--- config.mk ---
export PLATFORM = sky130hd
export DESIGN_NAME = deframer_flat
export DESIGN_NICKNAME = d
export VERILOG_FILES = /design/src/rtl/deframer_if.sv /design/src/rtl/deframer.sv /design/src/flat_wrapper.sv
export SDC_FILE = /design/constraint.sdc
export NUM_CORES = 1
export LEC_CHECK = 0
export BUFFER_PORTS_ARGS = -buffer_cell sky130_fd_sc_hd__buf_2
export CORE_MARGIN = 5
export CORE_UTILIZATION = 49
export DETAILED_ROUTE_END_ITERATION = 10
export PLACE_DENSITY = 0.83
export SLEW_MARGIN = 40
export SYNTH_ARGS = -nofsm -noshare
export SYNTH_HDL_FRONTEND = slang
export SYNTH_SLANG_ARGS = --single-unit
--- constraint.sdc ---
create_clock -name clk -period 6.8 [get_ports clk]
set_clock_uncertainty 0.15 [all_clocks]
set_input_delay 0.34 -clock clk [delete_from_list [all_inputs] [get_ports clk]]
set_output_delay 0.34 -clock clk [all_outputs]
set_load 0.05 [all_outputs]
--- src/rtl/deframer_if.sv ---
// Stream bundle for the deframer: input AXI-Stream side (s_axis_*) and output side (m_axis_*).
// The slave modport is the deframer's view; master is the view of whatever drives and sinks it.
interface deframer_if #(
    parameter int unsigned DATA_WIDTH = 32
);
    logic [DATA_WIDTH-1:0] s_axis_tdata;
    logic                  s_axis_tvalid;
    logic                  s_axis_tready;
    logic                  s_axis_tlast;
    logic [DATA_WIDTH-1:0] m_axis_tdata;
    logic                  m_axis_tvalid;
    logic                  m_axis_tready;
    logic                  m_axis_tlast;

    modport slave (
        input  s_axis_tdata, s_axis_tvalid, s_axis_tlast, m_axis_tready,
        output s_axis_tready, m_axis_tdata, m_axis_tvalid, m_axis_tlast
    );

    modport master (
        output s_axis_tdata, s_axis_tvalid, s_axis_tlast, m_axis_tready,
        input  s_axis_tready, m_axis_tdata, m_axis_tvalid, m_axis_tlast
    );
endinterface

--- src/rtl/deframer.sv ---
// Frame aligner: hunts for a sender tlast, then forwards fixed-length frames with a
// regenerated tlast, flagging short/long frames and counting framing errors.
module deframer #(
    parameter int unsigned FRAME_SIZE = 64,
    parameter int unsigned DATA_WIDTH = 32
) (
    input  logic          clk,
    input  logic          reset_n,
    deframer_if.slave     bus,
    output logic          in_sync,
    output logic          frame_ok,
    output logic          frame_err,
    output logic [15:0]   err_count
);
    localparam int unsigned CW = $clog2(FRAME_SIZE) + 1;
    localparam logic [CW-1:0] LAST_IDX = CW'(FRAME_SIZE - 1);

    typedef enum logic {HUNT, RUN} state_e;

    state_e                state_q;
    logic [CW-1:0]         cnt_q;
    logic [DATA_WIDTH-1:0] m_tdata_q;
    logic                  m_tvalid_q;
    logic                  m_tlast_q;
    logic                  in_sync_q;
    logic                  frame_ok_q;
    logic                  frame_err_q;
    logic [15:0]           err_count_q;

    logic s_tready_c;
    logic accept_c;
    logic at_last_c;
    logic ok_d;
    logic err_d;

    // Handshake and frame-boundary decode for the current cycle
    always_comb begin
        s_tready_c = 1'b1;
        if (state_q == RUN) begin
            s_tready_c = !m_tvalid_q || bus.m_axis_tready;
        end
        accept_c  = bus.s_axis_tvalid && s_tready_c;
        at_last_c = (cnt_q == LAST_IDX);
        ok_d      = (state_q == RUN) && accept_c && at_last_c && bus.s_axis_tlast;
        err_d     = (state_q == RUN) && accept_c && (at_last_c ^ bus.s_axis_tlast);
    end

    assign bus.s_axis_tready = s_tready_c;
    assign bus.m_axis_tdata  = m_tdata_q;
    assign bus.m_axis_tvalid = m_tvalid_q;
    assign bus.m_axis_tlast  = m_tlast_q;
    assign in_sync           = in_sync_q;
    assign frame_ok          = frame_ok_q;
    assign frame_err         = frame_err_q;
    assign err_count         = err_count_q;

    always_ff @(posedge clk or negedge reset_n) begin
        if (!reset_n) begin
            state_q     <= HUNT;
            cnt_q       <= '0;
            m_tdata_q   <= '0;
            m_tvalid_q  <= 1'b0;
            m_tlast_q   <= 1'b0;
            in_sync_q   <= 1'b0;
            frame_ok_q  <= 1'b0;
            frame_err_q <= 1'b0;
            err_count_q <= '0;
        end else begin
            frame_ok_q  <= ok_d;
            frame_err_q <= err_d;
            if (err_d && (err_count_q != 16'hFFFF)) begin
                err_count_q <= err_count_q + 16'd1;
            end

            // Output register drains in either state; only RUN refills it
            if (m_tvalid_q && bus.m_axis_tready) begin
                m_tvalid_q <= 1'b0;
            end

            case (state_q)
                HUNT: begin
                    if (accept_c && bus.s_axis_tlast) begin
                        state_q   <= RUN;
                        in_sync_q <= 1'b1;
                        cnt_q     <= '0;
                    end
                end
                RUN: begin
                    if (accept_c) begin
                        m_tdata_q  <= bus.s_axis_tdata;
                        m_tvalid_q <= 1'b1;
                        m_tlast_q  <= at_last_c || bus.s_axis_tlast;
                        if (at_last_c) begin
                            cnt_q <= '0;
                            if (!bus.s_axis_tlast) begin
                                state_q   <= HUNT;
                                in_sync_q <= 1'b0;
                            end
                        end else if (bus.s_axis_tlast) begin
                            cnt_q <= '0;
                        end else begin
                            cnt_q <= cnt_q + CW'(1);
                        end
                    end
                end
                default: begin
                    state_q   <= HUNT;
                    in_sync_q <= 1'b0;
                end
            endcase
        end
    end
endmodule

--- src/flat_wrapper.sv ---
// flat-port wrapper written by rule: the top's interface ports become plain ports
module deframer_flat 
#(
    parameter int unsigned FRAME_SIZE = 64,
    parameter int unsigned DATA_WIDTH = 32
)
  (clk, reset_n, in_sync, frame_ok, frame_err, err_count, bus_s_axis_tdata, bus_s_axis_tvalid, bus_s_axis_tlast, bus_m_axis_tready, bus_s_axis_tready, bus_m_axis_tdata, bus_m_axis_tvalid, bus_m_axis_tlast);
  deframer_if #(.DATA_WIDTH(DATA_WIDTH)) bus_i ();
  input  logic clk;
  input  logic reset_n;
  output logic in_sync;
  output logic frame_ok;
  output logic frame_err;
  output logic [15:0] err_count;
  input wire logic [$bits(bus_i.s_axis_tdata)-1:0] bus_s_axis_tdata;
  input wire logic [$bits(bus_i.s_axis_tvalid)-1:0] bus_s_axis_tvalid;
  input wire logic [$bits(bus_i.s_axis_tlast)-1:0] bus_s_axis_tlast;
  input wire logic [$bits(bus_i.m_axis_tready)-1:0] bus_m_axis_tready;
  output wire logic [$bits(bus_i.s_axis_tready)-1:0] bus_s_axis_tready;
  output wire logic [$bits(bus_i.m_axis_tdata)-1:0] bus_m_axis_tdata;
  output wire logic [$bits(bus_i.m_axis_tvalid)-1:0] bus_m_axis_tvalid;
  output wire logic [$bits(bus_i.m_axis_tlast)-1:0] bus_m_axis_tlast;
  assign bus_i.s_axis_tdata = bus_s_axis_tdata;
  assign bus_i.s_axis_tvalid = bus_s_axis_tvalid;
  assign bus_i.s_axis_tlast = bus_s_axis_tlast;
  assign bus_i.m_axis_tready = bus_m_axis_tready;
  assign bus_s_axis_tready = bus_i.s_axis_tready;
  assign bus_m_axis_tdata = bus_i.m_axis_tdata;
  assign bus_m_axis_tvalid = bus_i.m_axis_tvalid;
  assign bus_m_axis_tlast = bus_i.m_axis_tlast;
  deframer #(.FRAME_SIZE(FRAME_SIZE), .DATA_WIDTH(DATA_WIDTH)) u_core (.clk(clk), .reset_n(reset_n), .bus(bus_i), .in_sync(in_sync), .frame_ok(frame_ok), .frame_err(frame_err), .err_count(err_count));
endmodule
After elaboration in Yosys (flattened, before gate mapping)

Index checks and enable logic that the tools add are counted.

Output and inout port bits: 54
Register bits after elaboration: 61
Logic and storage cells: 52

Bitwise logic cells: 2
Add/subtract/negate cells: 2
Reductions and logical operators: 14
Multiplexer cells: 19
Equality and inequality tests: 6

Operator list:

| kind                  | number |
|---|---|
| $mux 7                | 4 |
| $add 16x1->16 const B | 1 |
| $ne 16x16->1 const B  | 1 |
| $pmux 7 s2            | 1 |
| $mux 1                | 12 |
| $logic_and 1x1->1     | 8 |
| $add 7x1->7 const B   | 1 |
| $eq 7x6->1 const B    | 1 |
| $ne 2x2->1 const B    | 3 |
| $pmux 1 s2            | 2 |
| $reduce_and 2->1      | 2 |
| $reduce_and 4->1      | 1 |
| $logic_or 1x1->1      | 2 |
| $ne 2x1->1 const B    | 1 |
| $logic_not 1->1       | 1 |
| $not 1->1             | 1 |
| $xor 1x1->1           | 1 |

Logic depth before layout (Yosys ltp)

Word-level depth: 7
Mapped depth: 9
Mapped depth without buffers: 8

Worst setup path after synthesis

OpenSTA, ideal clock, no wires.

Path type: register to register
Start: reg u_core.cnt_q[0]
End: reg u_core.err_count_q[12] (netlist: u_core.err_count[12])
Library setup time: 142 ps
Arrival time: 2120 ps
Path slack: 4388 ps
Buffers on the path: 0
Cell stages (with the launch flop): 9
Clock period less this slack: 2412 ps
Data required time: 6508 ps
Cell sequence: dfrtp_1 > ha_1 > and4_1 > nand3_1 > ha_1 > nand4_1 > nor4_1 > nand3_1 > xnor2_1

Longest elaborated chain between the ends: 4

RTL lines:

| element                | RTL line        | source |
|---|---|---|
| from (decl)            | deframer.sv:21  | `logic [CW-1:0] cnt_q;` |
| from (signal assigned) | deframer.sv:102 | `cnt_q <= cnt_q + CW'(1);` |
| $eq 7x6->1             | deframer.sv:43  | `at_last_c = (cnt_q == LAST_IDX);` |
| $xor 1x1->1            | deframer.sv:45  | `err_d = (state_q == RUN) && accept_c && (at_last_c ^ bus.s_axis_tlast);` |
| $logic_and 1x1->1      | deframer.sv:45  |  |
| $logic_and 1x1->1      | deframer.sv:71  | `if (err_d && (err_count_q != 16'hFFFF)) begin` |
| to (signal assigned)   | deframer.sv:72  | `err_count_q <= err_count_q + 16'd1;` |
| to (decl)              | deframer.sv:28  | `logic [15:0] err_count_q;` |

No other way between the ends.
A chain may end at the register's enable or synchronous reset.

Worst setup path in the final report

Ends and elaborated chain as after synthesis.

==> results_dict.tcl <==
set metrics [dict create \
    r2r_cells 8 \
    grtUsageTotal 0.186 \
    portBuffers 90 \
    antenna_found_initial 0 \
    synth_flop_cell "dfrtp_1" \
    crit_buf_inv 0 \
    cts.htree.levels 3 \
    synth_area_leaders "dfrtp_1, nand2_1, xnor2_1" \
    layout.cells.non_filler 450 \
    place_hpwl_um 4360 \
    start_kind "flip-flop" \
    syn-instance-count 278 \
    synth-seq-cells 61 \
    arrival_ns 2.70 \
    r2r-start "u_core.cnt_q[0]" \
    ys_async_sr_fraction 1.00 \
    drt_iter0_drc 113 \
    p_total_uw 1070 \
    max_cap_violations 0 \
    worst_setup_path_end_kind "flip-flop" \
    min_to "u_core.bus.m_axis_tdata[25]" \
    slowest_delay_ns 0.55 \
    die_w_um 83 \
    ctsHoldBuffers 0 \
    synth.avg_cell_area_sq_um 9.39 \
    drtAntennaViolNets 0 \
    start_util 0.508 \
    post_cts_resize_count 0 \
    die_h_um 83 \
    routedWlPerCell_um 13.3 \
    yosysUniqueCellTypes 35 \
    ys_seq_area_frac 0.585 \
    setup_tns_ns 0 \
    nets 416 \
    hp-start "bus_s_axis_tdata[25]" \
    critical_path.cell_chain "ha_1, and4_1, nand3_1, ha_1, nand4_1, nor4_1, nand3_1, xnor2_1" \
    rows 26 \
    place_congestion 0.850 \
    synth_top_cell_area_share 0.585 \
    syn_nets 319 \
    status "complete, no violations" \
    drive_above_1_share 0.305 \
    crit_fanout 5 \
    powerDensity_nw_per_um2 322 \
    timing.final.crit_share 0.389 \
    timing_hold_violations_final 0 \
    p_leak_uw 0.00183 \
    final_cell_mix "nand2_1, buf_2, dfrtp_1, nand3_1, clkbuf_8" \
    post-place-cells 433 \
    r2r_end "u_core.err_count[12]" \
    critPathSlowestCell "nor4_1" \
    yosysTopAreaCell "dfrtp_1" \
    yosysWarnings 0 \
    grt_overflow_total 0 \
    fmax_ghz 0.378 \
    synth_edf_count 0 \
    finalMaxSlewViolations 0 \
    final_common_cell "nand2_1" \
    insertion_delay_ns 0.33 \
    vias_per_cell 4.94 \
    relSlewSlack 0.642 \
    clockBufferDepth 2 \
    core_sq_um 5140 \
    grt_pass1_vias 2289 \
    cts_buffers 9 \
    grt_max_degree 62 \
    clkSinkCount 61 \
    min_path_cells 3 \
    post-place-ws_ns 4.15 \
    first_pass_iters 4 \
    cts_tree "built" \
    post_cts_buffers 0 \
    min_path_type "in -> reg" \
    fin_ws_ns 4.16 \
    antenna_cells 0 \
    period_minus_slack_ns 2.64 \
    drc_errors 0 \
    wirelength_um 5980 \
    cp_data_required_time_ns 6.86 \
    route.met3.wl_um 352 \
    ir_drop_uv 205 \
    wl_met2_um 2890 \
    cts_root_buf "clkbuf_8" \
    path_delay_family "simple AND/OR/NAND/NOR gates" \
    worst_slew_pin_slew_ns 0.537 \
    grt_pass1_wl_um 10500 \
    reg2reg_slack_ns 4.16 \
    cts.clk_slew.worst_paths_ns 0.07 \
    dieArea_sq_um 6890 \
    grt_setup_unrepaired "no" \
    top_layer_used "met4" \
    area_delta_synth_final_pct 27.1 \
    path_class "reg -> reg" \
    syn-cell-area_sq_um 2610 \
    vias 2224 \
    finalSetupViolations 0 \
    wirelength_met1_um 2610 \
    io_pins 91 \
]
-- flip-flops by register name (all words and copies together) (netlist names) --
| signal | flops |
|---|---|
| u_core.bus.m_axis_tdata | 32 |
| u_core.frame_err | 1 |
| u_core.frame_ok | 1 |
| u_core.cnt_q | 7 |
| u_core.err_count | 16 |
| u_core.bus.m_axis_tvalid | 1 |
| u_core.in_sync | 1 |
| u_core.state_q | 1 |
| u_core.bus.m_axis_tlast | 1 |
-- per-layer routing --
metal  GRT usage  vias up
met2       0.310       75
met5           0        -
met3      0.0436       13
met1       0.226     1035
met4      0.0906        0
li1            -     1101
-- area by class of cell --
class                   count  area [sq um]
fillers                   443          1820
flip-flops and latches     61          1530
multi-input cells         200          1010
repair buffers             94           487
clock buffers              12           145
well taps                  70          87.6
inverters                   9          33.8
clock inverters             4          23.8
-- tightest hold or removal path: stages --
cell and delay (ns):
buf_2 0.07, nand2_1 0.04, nand2_1 0.04
-- synthesized netlist by cell type, types with 2 or more instances --
library cell,n
nand2_1,118
dfrtp_1,61
nand3_1,12
inv_1,9
o21ai_0,9
xnor2_1,9
a21oi_1,7
clkbuf_1,6
nand4_1,5
nor2_1,5
ha_1,4
a31oi_1,3
and3_1,3
nand2b_1,3
xor2_1,3
and4_1,2
-- worst max path at each step --
stage	start	to	slack (ns)	cells past startpoint
floorplan	u_core.cnt_q[0]	u_core.err_count[12]	4.39	8
global placement	u_core.cnt_q[0]	u_core.err_count[12]	4.27	8
detailed placement	u_core.cnt_q[0]	u_core.err_count[12]	4.15	8
CTS	u_core.cnt_q[0]	u_core.err_count[12]	4.13	8
global route	u_core.cnt_q[0]	u_core.err_count[14]	3.86	8
finish	u_core.cnt_q[0]	u_core.err_count[12]	4.16	8
-- power by group --
group / internal [uW] / switching, uW
logic: 79.3 / 258
registers: 415 / 41.7
clock network: 141 / 132
-- per-stage QoR --
stage / area, sq um / util / hold slack, ns
detailed placement: 3140 / 0.610 / 0.307
floorplan: 2610 / - / -0.106
finish: 3320 / 0.646 / 0.0489
global placement: 3140 / 0.610 / 0.304
global route: 3320 / 0.646 / 0.0246
CTS: 3300 / 0.643 / 0.0321
-- kinds of logic (layout without fill, tap and decap cells) --
logic type	after synthesis	count (layout)	synth area share
buf+inv	17	119	0.0278
simple gates	161	161	0.273
mux	2	2	0.0101
compound gates	21	21	0.0450
xor+xnor	12	12	0.0403
fa+ha+maj	4	4	0.0192
flops	61	61	0.585
Power figures use the tool's default switching activity.
